[config.mk]
export PLATFORM = sky130hd
export DESIGN_NAME = sdram_arbiter_flat
export DESIGN_NICKNAME = d
export VERILOG_FILES = /design/src/rtl/sdram_arbiter_if.sv /design/src/rtl/sdram_arbiter.sv /design/src/flat_wrapper.sv
export SDC_FILE = /design/constraint.sdc
export NUM_CORES = 1
export LEC_CHECK = 0
export ABC_AREA = 1
export CAP_MARGIN = 20
export CORE_MARGIN = 4
export CORE_UTILIZATION = 38
export DETAILED_ROUTE_END_ITERATION = 7
export GPL_TIMING_DRIVEN = 0
export PLACE_DENSITY = 0.74
export SLEW_MARGIN = 40
export SYNTH_ARGS = -nofsm -noshare
export SYNTH_HDL_FRONTEND = slang
export SYNTH_SLANG_ARGS = --single-unit
[constraint.sdc]
create_clock -name clk -period 1.5 [get_ports clk]
set_input_delay 0.3 -clock clk [delete_from_list [all_inputs] [get_ports clk]]
set_output_delay 0.3 -clock clk [all_outputs]
set_load 0.01 [all_outputs]
[src/rtl/sdram_arbiter_if.sv]
// Client request bus plus sdram_controller command port for sdram_arbiter.
// master = client/controller side, slave = the arbiter itself.
interface sdram_arbiter_if #(
  parameter int NUM_PORTS  = 2,
  parameter int ADDR_WIDTH = 24,
  parameter int DATA_WIDTH = 16
);
  logic [NUM_PORTS-1:0]            req;
  logic [NUM_PORTS-1:0]            we;
  logic [NUM_PORTS*ADDR_WIDTH-1:0] addr;
  logic [NUM_PORTS*DATA_WIDTH-1:0] wdata;
  logic [NUM_PORTS-1:0]            ack;
  logic [DATA_WIDTH-1:0]           rdata;
  logic                            err;
  logic [1:0]                      sd_command;
  logic [ADDR_WIDTH-1:0]           sd_address;
  logic [DATA_WIDTH-1:0]           sd_write;
  logic [DATA_WIDTH-1:0]           sd_read;
  logic                            sd_read_valid;
  logic                            sd_write_done;

  modport slave (
    input  req, we, addr, wdata, sd_read, sd_read_valid, sd_write_done,
    output ack, rdata, err, sd_command, sd_address, sd_write
  );

  modport master (
    output req, we, addr, wdata, sd_read, sd_read_valid, sd_write_done,
    input  ack, rdata, err, sd_command, sd_address, sd_write
  );
endinterface

[src/rtl/sdram_arbiter.sv]
// Shares one sdram_controller command port between NUM_PORTS single-word requesters.
// Define SDRAM_ARB_FIXED_PRIORITY_EN for fixed lowest-index priority instead of round-robin.
module sdram_arbiter #(
  parameter int NUM_PORTS      = 2,
  parameter int ADDR_WIDTH     = 24,
  parameter int DATA_WIDTH     = 16,
  parameter int TIMEOUT_CYCLES = 64,
  parameter int RESET_HOLDOFF  = 16
) (
  input logic           clk,
  input logic           rst_n,
  sdram_arbiter_if.slave bus
);
  localparam int PW = (NUM_PORTS > 1) ? $clog2(NUM_PORTS) : 1;
  localparam int TW = $clog2(TIMEOUT_CYCLES + 1);
  localparam int HW = (RESET_HOLDOFF > 1) ? $clog2(RESET_HOLDOFF) : 1;

  localparam logic [1:0] CMD_IDLE  = 2'd0;
  localparam logic [1:0] CMD_WRITE = 2'd1;
  localparam logic [1:0] CMD_READ  = 2'd2;

  localparam logic [NUM_PORTS-1:0] ONE = NUM_PORTS'(1);

  typedef enum logic [1:0] {HOLDOFF, IDLE, ISSUE, RESPOND} state_t;

  state_t                 state;
  logic [HW-1:0]          holdoff_cnt;
  logic [TW-1:0]          timeout_cnt;
  logic [PW-1:0]          grant;
  logic                   issued_write;
  logic [NUM_PORTS-1:0]   ack_q;
  logic [DATA_WIDTH-1:0]  rdata_q;
  logic                   err_q;
  logic [1:0]             command_q;
  logic [ADDR_WIDTH-1:0]  address_q;
  logic [DATA_WIDTH-1:0]  write_q;

  logic [PW-1:0]          winner;
  logic                   winner_we;
  logic                   any_req;
  logic                   done_ok;

  assign any_req = |bus.req;

`ifdef SDRAM_ARB_FIXED_PRIORITY_EN
  // Scan downwards so the lowest-index requester is the last to overwrite.
  always_comb begin
    winner = '0;
    for (int i = NUM_PORTS - 1; i >= 0; i--) begin
      if ((bus.req & (ONE << i)) != '0)
        winner = PW'(i);
    end
  end
`else
  logic [PW-1:0] last_grant;

  // Distance 1 from last_grant is highest priority, so scan from farthest to nearest.
  always_comb begin
    winner = '0;
    for (int k = NUM_PORTS; k >= 1; k--) begin
      if ((bus.req & (ONE << ((int'(last_grant) + k) % NUM_PORTS))) != '0)
        winner = PW'((int'(last_grant) + k) % NUM_PORTS);
    end
  end
`endif

  assign winner_we = |(bus.we & (ONE << winner));

  // Only a completion pulse matching the issued direction finishes the transaction.
  assign done_ok = issued_write ? bus.sd_write_done : bus.sd_read_valid;

  always_ff @(posedge clk or negedge rst_n) begin
    if (!rst_n) begin
      state        <= HOLDOFF;
      holdoff_cnt  <= HW'(RESET_HOLDOFF - 1);
      timeout_cnt  <= '0;
      grant        <= '0;
      issued_write <= 1'b0;
      ack_q        <= '0;
      rdata_q      <= '0;
      err_q        <= 1'b0;
      command_q    <= CMD_IDLE;
      address_q    <= '0;
      write_q      <= '0;
`ifndef SDRAM_ARB_FIXED_PRIORITY_EN
      last_grant   <= PW'(NUM_PORTS - 1);
`endif
    end else begin
      case (state)
        HOLDOFF: begin
          if (holdoff_cnt == '0)
            state <= IDLE;
          else
            holdoff_cnt <= holdoff_cnt - HW'(1);
        end

        IDLE: begin
          if (any_req) begin
            grant        <= winner;
            issued_write <= winner_we;
            command_q    <= winner_we ? CMD_WRITE : CMD_READ;
            address_q    <= ADDR_WIDTH'(bus.addr >> (int'(winner) * ADDR_WIDTH));
            write_q      <= DATA_WIDTH'(bus.wdata >> (int'(winner) * DATA_WIDTH));
            timeout_cnt  <= TW'(TIMEOUT_CYCLES);
            state        <= ISSUE;
          end
        end

        // Command stays on the bus until completion or timeout, then drops with ack.
        ISSUE: begin
          if (timeout_cnt != '0)
            timeout_cnt <= timeout_cnt - TW'(1);
          if (done_ok) begin
            if (!issued_write)
              rdata_q <= bus.sd_read;
            command_q <= CMD_IDLE;
            ack_q     <= ONE << grant;
            state     <= RESPOND;
          end else if (timeout_cnt <= TW'(1)) begin
            command_q <= CMD_IDLE;
            err_q     <= 1'b1;
            ack_q     <= ONE << grant;
            state     <= RESPOND;
          end
        end

        RESPOND: begin
          ack_q <= '0;
`ifndef SDRAM_ARB_FIXED_PRIORITY_EN
          last_grant <= grant;
`endif
          state <= IDLE;
        end

        default: state <= HOLDOFF;
      endcase
    end
  end

  assign bus.ack        = ack_q;
  assign bus.rdata      = rdata_q;
  assign bus.err        = err_q;
  assign bus.sd_command = command_q;
  assign bus.sd_address = address_q;
  assign bus.sd_write   = write_q;
endmodule

[src/flat_wrapper.sv]
// flat-port wrapper written by rule: the top's interface ports become plain ports
module sdram_arbiter_flat 
#(
  parameter int NUM_PORTS      = 2,
  parameter int ADDR_WIDTH     = 24,
  parameter int DATA_WIDTH     = 16,
  parameter int TIMEOUT_CYCLES = 64,
  parameter int RESET_HOLDOFF  = 16
)
  (clk, rst_n, bus_req, bus_we, bus_addr, bus_wdata, bus_sd_read, bus_sd_read_valid, bus_sd_write_done, bus_ack, bus_rdata, bus_err, bus_sd_command, bus_sd_address, bus_sd_write);
  sdram_arbiter_if #(.NUM_PORTS(NUM_PORTS), .ADDR_WIDTH(ADDR_WIDTH), .DATA_WIDTH(DATA_WIDTH)) bus_i ();
  input logic clk;
  input logic rst_n;
  input wire logic [$bits(bus_i.req)-1:0] bus_req;
  input wire logic [$bits(bus_i.we)-1:0] bus_we;
  input wire logic [$bits(bus_i.addr)-1:0] bus_addr;
  input wire logic [$bits(bus_i.wdata)-1:0] bus_wdata;
  input wire logic [$bits(bus_i.sd_read)-1:0] bus_sd_read;
  input wire logic [$bits(bus_i.sd_read_valid)-1:0] bus_sd_read_valid;
  input wire logic [$bits(bus_i.sd_write_done)-1:0] bus_sd_write_done;
  output wire logic [$bits(bus_i.ack)-1:0] bus_ack;
  output wire logic [$bits(bus_i.rdata)-1:0] bus_rdata;
  output wire logic [$bits(bus_i.err)-1:0] bus_err;
  output wire logic [$bits(bus_i.sd_command)-1:0] bus_sd_command;
  output wire logic [$bits(bus_i.sd_address)-1:0] bus_sd_address;
  output wire logic [$bits(bus_i.sd_write)-1:0] bus_sd_write;
  assign bus_i.req = bus_req;
  assign bus_i.we = bus_we;
  assign bus_i.addr = bus_addr;
  assign bus_i.wdata = bus_wdata;
  assign bus_i.sd_read = bus_sd_read;
  assign bus_i.sd_read_valid = bus_sd_read_valid;
  assign bus_i.sd_write_done = bus_sd_write_done;
  assign bus_ack = bus_i.ack;
  assign bus_rdata = bus_i.rdata;
  assign bus_err = bus_i.err;
  assign bus_sd_command = bus_i.sd_command;
  assign bus_sd_address = bus_i.sd_address;
  assign bus_sd_write = bus_i.sd_write;
  sdram_arbiter #(.NUM_PORTS(NUM_PORTS), .ADDR_WIDTH(ADDR_WIDTH), .DATA_WIDTH(DATA_WIDTH), .TIMEOUT_CYCLES(TIMEOUT_CYCLES), .RESET_HOLDOFF(RESET_HOLDOFF)) u_core (.clk(clk), .rst_n(rst_n), .bus(bus_i));
endmodule
==> results of run 1 <==
[flip-flops by register name (all words and copies together), names as in the netlist, 2 cells and up]
name and cells:
u_core.bus.sd_write 16, u_core.bus.ack 2, u_core.bus.rdata 16, u_core.timeout_cnt 7, u_core.state 2, u_core.holdoff_cnt 4
u_core.bus.sd_address 24, u_core.bus.sd_command 2
[stage by stage]
step           util (%)  setup WS [ns]
2_1_floorplan         -         0.0991
3_3_place_gp       58.8          -2.60
3_5_place_dp       59.1         -0.300
4_1_cts            60.9         0.0125
5_1_grt            64.6        -0.0495
6_report           64.6         0.0233
[cell usage in the layout (no fill, tap or decap), types with 11 or more instances in the layout]
cell type        Yosys  layout
o21ai_0             51      28
nand3_1             16      16
clkdlybuf4s50_1      0     102
dlygate4sd2_1        0      61
inv_1               20      14
nor2_1              51      50
o21ai_1             32      55
mux2_2              16      16
nand2_2              7      11
nand2_1             84      78
dfrtp_1             72      71
[worst register-to-register path, stage by stage (launching register included)]
cell,delay [ns]
dfrtp_1,0.43
inv_2,0.12
ha_4,0.15
inv_2,0.04
nor2_4,0.11
buf_12,0.17
inv_12,0.07
clkbuf_16,0.15
nand2_1,0.05
o21ai_1,0.06
[kinds of logic after synthesis]
logic type      Yosys count  synth area share (%)
buf+inv                  40                  5.23
xor+xnor                  4                 0.958
compound gates           92                  13.4
flops                    77                  52.9
fa+ha+maj                 9                  3.08
mux                      16                  4.93
simple gates            169                  19.6
[worst max path at each step]
stage | startpoint | end | slack (ns) | cells after the start
global placement | rst_n | u_core.bus.sd_write[3]$_DFFE_PN0P_ | -2.60 | 1
global route | u_core.timeout_cnt[0]$_DFFE_PN0P_ | u_core.timeout_cnt[3]$_DFFE_PN0P_ | -0.05 | 9
CTS | u_core.last_grant$_DFFE_PN1P_ | u_core.bus.sd_address[14]$_DFFE_PN0P_ | 0.01 | 6
finish | u_core.state[1]$_DFFE_PN0P_ | u_core.bus.sd_write[6]$_DFFE_PN0P_ | 0.02 | 9
detailed placement | bus_req[0] | u_core.bus.sd_address[14]$_DFFE_PN0P_ | -0.30 | 7
floorplan | u_core.state[0]$_DFFE_PN0P_ | u_core.bus.rdata[10]$_DFFE_PN0P_ | 0.1 | 5
[layer usage]
metal | GRT usage, % | routed length (um)
met1 | 21.5 | 4270
met2 | 31.4 | 5470
met3 | 8.56 | 1100
met4 | 5.27 | 114
met5 | 0 | 0
[final cells by class]
type	instances	area, sq um
plain buffers	19	206
clock buffers	9	124
clock inverters	5	53.8
fillers	807	3290
inverters	21	91.3
multi-input cells	290	1600
flip-flops and latches	77	1930
well taps	129	161
repair buffers	178	1830
[power breakdown]
part	internal (uW)	switching (uW)	total, uW	leakage [uW]
clock	746	771	1520	0.0000947
sequential	3060	550	3610	0.000932
combinational	3040	2990	6020	0.00176
[timing repair]
item                                   CTS  global route
setup endpoints to repair              126            53
endpoints found under the hold margin   26             0
pin swaps                                2             7
gates cloned                             0             7
resized for setup                       73            81
hold buffers                             1             0
buffers inserted                         3             2
==> summary.txt, run 1 <==
Synth
  • Most instantiated cells after synthesis: 84 x nand2_1, 72 x dfrtp_1, 51 x nor2_1, 51 x o21ai_0, 32 x o21ai_1
  • Most frequent cell after synthesis: nand2_1
  • Post-synth ARST share: 100%
  • Post-synthesis register bit count: 77
  • Mapped cell area: 3660 sq um
  • Mapped Nets: 520
  • Top cell type by total area after synthesis: dfrtp_1
  • Mean Syn Cell Area: 8.99 sq um
  • Yosys cell types: 30
  • Seq/Total Area, Yosys: 52.9%
  • Gate Count Post-Synth: 407
  • Most used flip-flop cell after synthesis: dfrtp_1
  • Yosys warning count: 0
  • Yosys top cell area share: 49.3%
  • EDFF count, synth: 0
  • Top cells by area, synth: dfrtp_1 49%, nand2_1 8.6%, o21ai_0 7.0%

Critical path
  • FF-to-FF path depth: 9
  • Reg2reg setup slack: 0.02 ns
  • Crit path arrival time: 1.71 ns
  • WS Path Type: register to register
  • CP Capture Type: register
  • CP startpoint kind: register
  • Max incr delay on CP: 0.43 ns
  • Crit path max fanout: 9
  • Family with the most delay on the worst path: buffers and inverters
  • CP required: 1.74 ns
  • Slowest cell on crit path: dfrtp_1
  • CP Cell Sequence: inv_2, ha_4, inv_2, nor2_4, buf_12, inv_12, clkbuf_16, nand2_1, o21ai_1
  • R2R Path Start: u_core.state[1]$_DFFE_PN0P_
  • Cell repeated most along the worst path: inv_2
  • CP bufs+invs: 5
  • Worst R2R End: u_core.bus.sd_write[6]$_DFFE_PN0P_

GRT
  • First-pass GRT wire length: 16900 um
  • Largest net degree at the start of global routing: 52
  • Grt total ovfl: 0
  • Total GRT Usage: 18.7%
  • Antenna violations before repair: 0
  • Vias in the first global route: 3449

STA
  • F_max: 677 MHz
  • Final Hold Fails: 0
  • Final setup viols: 0
  • Setup TNS Final: 0 ns
  • RSZ-0062 raised after global routing: yes
  • Max_slew headroom: 81.3%
  • Final min period: 1.48 ns
  • Slew Viols, Final: 0
  • Worst Max-Slew Pin Slew: 0.280 ns
  • Final Cycle Share: 98.4%
  • Final Skew: 0.0134 ns
  • Worst hold slack: 0.394 ns

Placed design
  • Hpwl dp: 8020 um
  • GPL Wtd Cong: 0.805
  • DP Area: 5490 sq um
  • Inst Count DP: 701
  • I/O Buffers: 164

Floorplan
  • I/O pin count: 165
  • Row count: 35
  • DIE HEIGHT: 106 um
  • Die ar.: 11300 sq um
  • Die Width: 106 um
  • Core area: 9280 sq um
  • Initial Util: 39.4%

CTS
  • Clock latency on the worst-skew pair: 0.34 ns
  • H-tree Lvls: 3
  • CTS root buf: clkbuf_8
  • CTS Buf Count: 9
  • Reg clk slew, reported paths: 0.09 ns
  • # clock sinks: 77
  • CTS tree: built
  • Maximum root-to-sink buffer count: 2

Route
  • Vias/cell: 4.80
  • Detailed Routing Iterations Pass 1: 4
  • Drt drc: 0
  • Post-DR wirelength/cell: 15.0 um
  • Final ANT Viol Nets: 0
  • Drt total wl: 11000 um
  • 1st-iter DRT viols: 133
  • Via Count: 3492

Run status
  • Status: completed

Final layout
  • Layout Nets: 709
  • Share of layout cells above drive strength 1: 17.9%
  • Layout area overhead: 63.9%
  • Finished Layout Cells: 728
  • Diode count: 0
  • Final instance area: 5990 sq um

Pwr
  • Total Power: 11100 uW
  • PwrDens: 1860 nW/um^2
  • Peak supply drop: 0.000814 V
  • Leak Pwr: 0.00278 uW

Min path
  • HP Class: input port to asynchronous set/reset pin

Run
  • Maxcap violations: 0
Power figures use the tool's default switching activity.
==> inputs of run 2 (changes only) <==
Settings changed: CORE_UTILIZATION 38 to 49, CTS_CLUSTER_DIAMETER set to 200, DONT_BUFFER_PORTS set to 1, PLACE_DENSITY 0.74 to 0.63.
==> run 2 against run 1 <==
Compared with the run above: the run now ends with hold timing left; final cell count decreased by 26%; sequential power increased by 17%; combinational power decreased by 34%; non-clock buffer count decreased by 164; setup slack improved by 0.014 ns; die area decreased by 21%; global-route usage increased by 0.46 points; register-to-register slack about the same.
==> summary.txt, run 2 (same netlist as run 1, synthesis figures left out) <==
Run
  • Maxcap violations: 0

Floorplan
  • I/O pin count: 165
  • Core area: 7250 sq um
  • Die Width: 94.4 um
  • Row count: 31
  • Initial Util: 50.4%
  • DIE HEIGHT: 94.4 um
  • Die ar.: 8910 sq um

GRT
  • Global-route met2 utilization: 31.9%
  • GRT met3 Usage: 6.45%
  • Largest net degree at the start of global routing: 78
  • M1 GR Usage: 23.5%
  • Antenna violations before repair: 0
  • Total GRT Usage: 19.2%
  • Grt total ovfl: 0
  • GR peak layer: met2
  • First-pass GRT wire length: 13500 um
  • Vias in the first global route: 2807

CTS
  • Maximum root-to-sink buffer count: 2
  • Clock latency on the worst-skew pair: 0.34 ns
  • CTS root buf: clkbuf_8
  • CTS Buf Count: 9
  • Reg clk slew, reported paths: 0.09 ns
  • # clock sinks: 77
  • H-tree Lvls: 3
  • CTS tree: built

Final layout
  • Finished Core Util: 58.9%
  • Layout Nets: 545
  • Most common cell after layout, fill and taps aside: nand2_1
  • Largest register FFs: 24
  • Share of layout cells above drive strength 1: 25.4%
  • Layout area overhead: 16.9%
  • Area occupied by multi-input gates: 1620 sq um
  • Diode count: 0
  • Fillers: 669
  • Most frequent cells in the layout: 75 x nand2_1, 71 x dfrtp_1, 50 x nor2_1, 49 x o21ai_1, 34 x o21ai_0
  • Final instance area: 4280 sq um
  • Register Area: 1930 sq um

STA
  • Slew Viols, Final: 0
  • Max_slew headroom: 84.0%
  • Worst Max-Slew Pin Slew: 0.239 ns
  • Setup WS post-layout: 0.0372 ns
  • F_max: 684 MHz
  • Final Skew: 0.0117 ns
  • Final min period: 1.46 ns
  • Final Cycle Share: 97.5%
  • Final setup viols: 0
  • Setup TNS Final: 0 ns
  • RSZ-0062 raised after global routing: yes
  • Worst hold slack: -0.352 ns
  • Final Hold Fails: 77

Route
  • Vias/cell: 5.32
  • Post-DR wirelength/cell: 16.4 um
  • Drt total wl: 8790 um
  • Drt drc: 0
  • Via Count: 2851
  • Final ANT Viol Nets: 0
  • 1st-iter DRT viols: 71
  • Detailed Routing Iterations Pass 1: 4

Placed design
  • GPL Wtd Cong: 0.796
  • Pre-CTS setup slack: -0.126 ns
  • DP Area: 3780 sq um
  • Hpwl dp: 6290 um
  • I/O Buffers: 0

Pwr
  • Total Power: 9790 uW
  • Peak supply drop: 0.000941 V
  • PwrDens: 2290 nW/um^2
  • Leak Pwr: 0.00196 uW

Critical path
  • CP Capture Type: register
  • CP required: 1.72 ns
  • WS Path Type: register to register
  • Crit path max fanout: 5
  • Crit path arrival time: 1.69 ns
  • CP startpoint kind: register

Run status
  • Failing checks: hold timing
  • Status: complete, but fails checks

Min path
  • HP Class: input port to asynchronous set/reset pin
-- run 2: layout make-up --
type,instances,share of cell area [%]
clock buffers,9,2.90
well taps,99,2.90
inverters,21,1.96
clock inverters,7,1.73
plain buffers,18,3.86
repair buffers,15,3.45
multi-input cells,290,38.0
flip-flops and latches,77,45.2
-- run 2: timing repair --
item | 4_1_cts | 5_1_grt
pin swaps | 2 | 7
setup endpoints to repair | 64 | 64
gates resized for setup | 11 | 71
gates cloned | 0 | 3
endpoints found under the hold margin | 77 | 77
setup buffers | 4 | 8
-- run 2: routing by layer --
metal | vias to the layer above | routed length, um
li1 | 1379 | -
met1 | 1359 | 3470
met2 | 100 | 4490
met3 | 13 | 696
met4 | 0 | 126
met5 | - | 0
-- run 2: report_power, final --
group | switching (uW) | total (uW) | internal [uW] | leakage [uW]
Clock | 788 | 1560 | 775 | 0.0000996
Sequential | 1170 | 4230 | 3060 | 0.000932
Combinational | 2060 | 4000 | 1940 | 0.000933
-- run 2: final timing paths --
check                                                        from                                end  slack (ns)  depth (start not counted)
worst max-delay path                  u_core.state[1]$_DFFE_PN0P_  u_core.timeout_cnt[2]$_DFFE_PN0P_        0.04                          9
worst min-delay path                                        rst_n  u_core.timeout_cnt[4]$_DFFE_PN0P_       -0.35                          0
worst max register to register        u_core.state[1]$_DFFE_PN0P_  u_core.timeout_cnt[2]$_DFFE_PN0P_        0.04                          9
worst min register to register  u_core.holdoff_cnt[3]$_DFFE_PN1P_  u_core.holdoff_cnt[3]$_DFFE_PN1P_        0.49                          1
max in group asynchronous                                   rst_n      u_core.last_grant$_DFFE_PN1P_        1.61                          0
min in group clk                                  bus_sd_read[14]   u_core.bus.rdata[14]$_DFFE_PN0P_        0.10                          1
-- run 2: worst max-delay path: stages, from the launching register on --
cell and delay, ns:
dfrtp_1 0.41, inv_2 0.08, buf_6 0.12, ha_4 0.25, nand2_2 0.04, inv_2 0.10
nand2_4 0.10, buf_12 0.15, nand2_2 0.05, o21ai_2 0.05
-- run 2: through the flow --
stage               cells  hold WS [ns]
floorplan             407       0.00441
global placement      506       0.00753
detailed placement    506       0.00730
CTS                   526        -0.365
global route          536        -0.374
finish                536        -0.352
==> inputs of run 3 (changes only) <==
Settings changed: CORE_UTILIZATION 49 to 40, CTS_BUF_LIST set to sky130_fd_sc_hd__clkbuf_8, PLACE_DENSITY 0.63 to 0.53.
==> run 3 against run 2 <==
Compared with the run above: the flow still finishes with violations (hold timing); critical path depth did not move; sequential power barely moved; first-iteration DRC count rose by 4.2%; flip-flop and latch count did not move; register-to-register slack improved by 0.04 ns; clock skew barely moved; clock-buffer cell count did not move; critical endpoint is now u_core.bus.sd_command[1]$_DFFE_PN0P_; largest cell class unchanged; highest routed layer unchanged.
==> summary.txt, run 3 (same netlist as run 1, synthesis figures left out) <==
Final layout
  • Layout Nets: 547
  • Largest register FFs: 24
  • Share of layout cells above drive strength 1: 24.4%
  • Most frequent cells in the layout: 80 x nand2_1, 72 x dfrtp_1, 50 x nor2_1, 43 x o21ai_1, 39 x o21ai_0
  • Layout area overhead: 18.3%
  • Diode count: 0
  • Fillers: 849
  • Most common cell after layout, fill and taps aside: nand2_1

Critical path
  • Worst setup path startpoint: u_core.state[0]$_DFFE_PN0P_
  • Crit path max fanout: 10
  • WS Path Type: register to register
  • FF-to-FF path depth: 9
  • Crit path arrival time: 1.71 ns
  • R2R Path Start: u_core.state[0]$_DFFE_PN0P_
  • CP required: 1.78 ns
  • CP startpoint kind: register
  • CP Capture Type: register

STA
  • Worst hold slack: -0.356 ns
  • Final Cycle Share: 94.9%
  • Worst Max-Slew Pin Slew: 0.246 ns
  • Final Hold Fails: 77
  • Slew Viols, Final: 0
  • Final setup viols: 0
  • Max_slew headroom: 83.6%
  • Setup TNS Final: 0 ns
  • Final Skew: 0.0119 ns
  • Setup WS post-layout: 0.0764 ns
  • RSZ-0062 raised after global routing: yes
  • Final min period: 1.42 ns
  • F_max: 702 MHz

Route
  • Drt total wl: 9110 um
  • Detailed Routing Iterations Pass 1: 4
  • Vias/cell: 5.05
  • 1st-iter DRT viols: 74
  • Drt drc: 0
  • Via Count: 2763
  • Post-DR wirelength/cell: 16.7 um
  • Final ANT Viol Nets: 0

Run status
  • Failing checks: hold timing
  • Status: complete, but fails checks

Floorplan
  • Die Width: 104 um
  • Die ar.: 10700 sq um
  • Row count: 34
  • Initial Util: 41.5%
  • Core area: 8810 sq um
  • DIE HEIGHT: 104 um
  • I/O pin count: 165

CTS
  • Clock latency on the worst-skew pair: 0.35 ns
  • CTS Buf Count: 9
  • H-tree Lvls: 3
  • # clock sinks: 77
  • Maximum root-to-sink buffer count: 2
  • CTS root buf: clkbuf_8
  • Reg clk slew, reported paths: 0.08 ns
  • CTS tree: built

GRT
  • Grt total ovfl: 0
  • Total GRT Usage: 17.1%
  • Antenna violations before repair: 0
  • First-pass GRT wire length: 14800 um
  • Largest net degree at the start of global routing: 78
  • Vias in the first global route: 2801

Placed design
  • GPL Wtd Cong: 0.738
  • Pre-CTS setup slack: -0.140 ns
  • I/O Buffers: 0
  • Hpwl dp: 6570 um

Pwr
  • Total Power: 9820 uW
  • PwrDens: 2270 nW/um^2
  • Peak supply drop: 0.000864 V
  • Leak Pwr: 0.00199 uW

Min path
  • HP Class: input port to asynchronous set/reset pin

Run
  • Maxcap violations: 0
run 3: final timing paths:
kind,end,slack [ns]
worst max-delay path,u_core.bus.sd_command[1]$_DFFE_PN0P_,0.08
worst min-delay path,u_core.bus.rdata[2]$_DFFE_PN0P_,-0.36
worst max register to register,u_core.bus.sd_command[1]$_DFFE_PN0P_,0.08
worst min register to register,u_core.holdoff_cnt[3]$_DFFE_PN1P_,0.50
max in group asynchronous,u_core.holdoff_cnt[1]$_DFFE_PN1P_,1.60
min in group clk,u_core.bus.rdata[13]$_DFFE_PN0P_,0.09
run 3: layout make-up:
cell class | instances | area (sq um) | area share (%)
repair buffers | 16 | 168 | 3.88
clock inverters | 7 | 91.3 | 2.11
clock buffers | 9 | 124 | 2.86
plain buffers | 19 | 195 | 4.51
multi-input cells | 290 | 1600 | 36.9
well taps | 108 | 135 | 3.12
inverters | 21 | 83.8 | 1.94
flip-flops and latches | 77 | 1930 | 44.7
run 3: power breakdown:
part / total [uW] / switching [uW] / leakage [uW] / internal (uW)
registers: 4210 / 1150 / 0.000933 / 3060
clock network: 1700 / 768 / 0.000108 / 931
logic: 3910 / 2010 / 0.000952 / 1900
total: 9820 / 3930 / 0.00199 / 5890
run 3: critical path, stage by stage (launching register included):
cell and delay (ns):
dfrtp_1 0.40, inv_1 0.09, ha_2 0.22, buf_6 0.15
nand2_1 0.09, nor2_4 0.12, nand2_4 0.09, nand2_1 0.09
nand2_1 0.05, nand2_1 0.05
run 3: timing repair:
item | in CTS | in global routing
setup endpoints to repair | 65 | 65
gates cloned | 0 | 3
gates resized for setup | 13 | 57
pin swaps | 2 | 7
hold endpoints to repair | 77 | 77
buffers inserted | 3 | 10
run 3: layer usage:
layer  track usage (%)  vias to the layer above  wire length [um]
met4              4.84                        0                80
li1                  -                     1381                 -
met3              7.40                        6               796
met1              20.3                     1283              3670
met2              28.3                       93              4560
met5                 0                        -                 0
run 3: per-stage QoR:
step	std cells	cell area, sq um	hold slack (ns)	utilization, %
global placement	515	3790	0.00841	43.1
CTS	534	4060	-0.378	46.1
floorplan	407	3660	0.00441	-
global route	547	4330	-0.399	49.1
finish	547	4330	-0.356	49.1
detailed placement	515	3790	0.00826	43.1
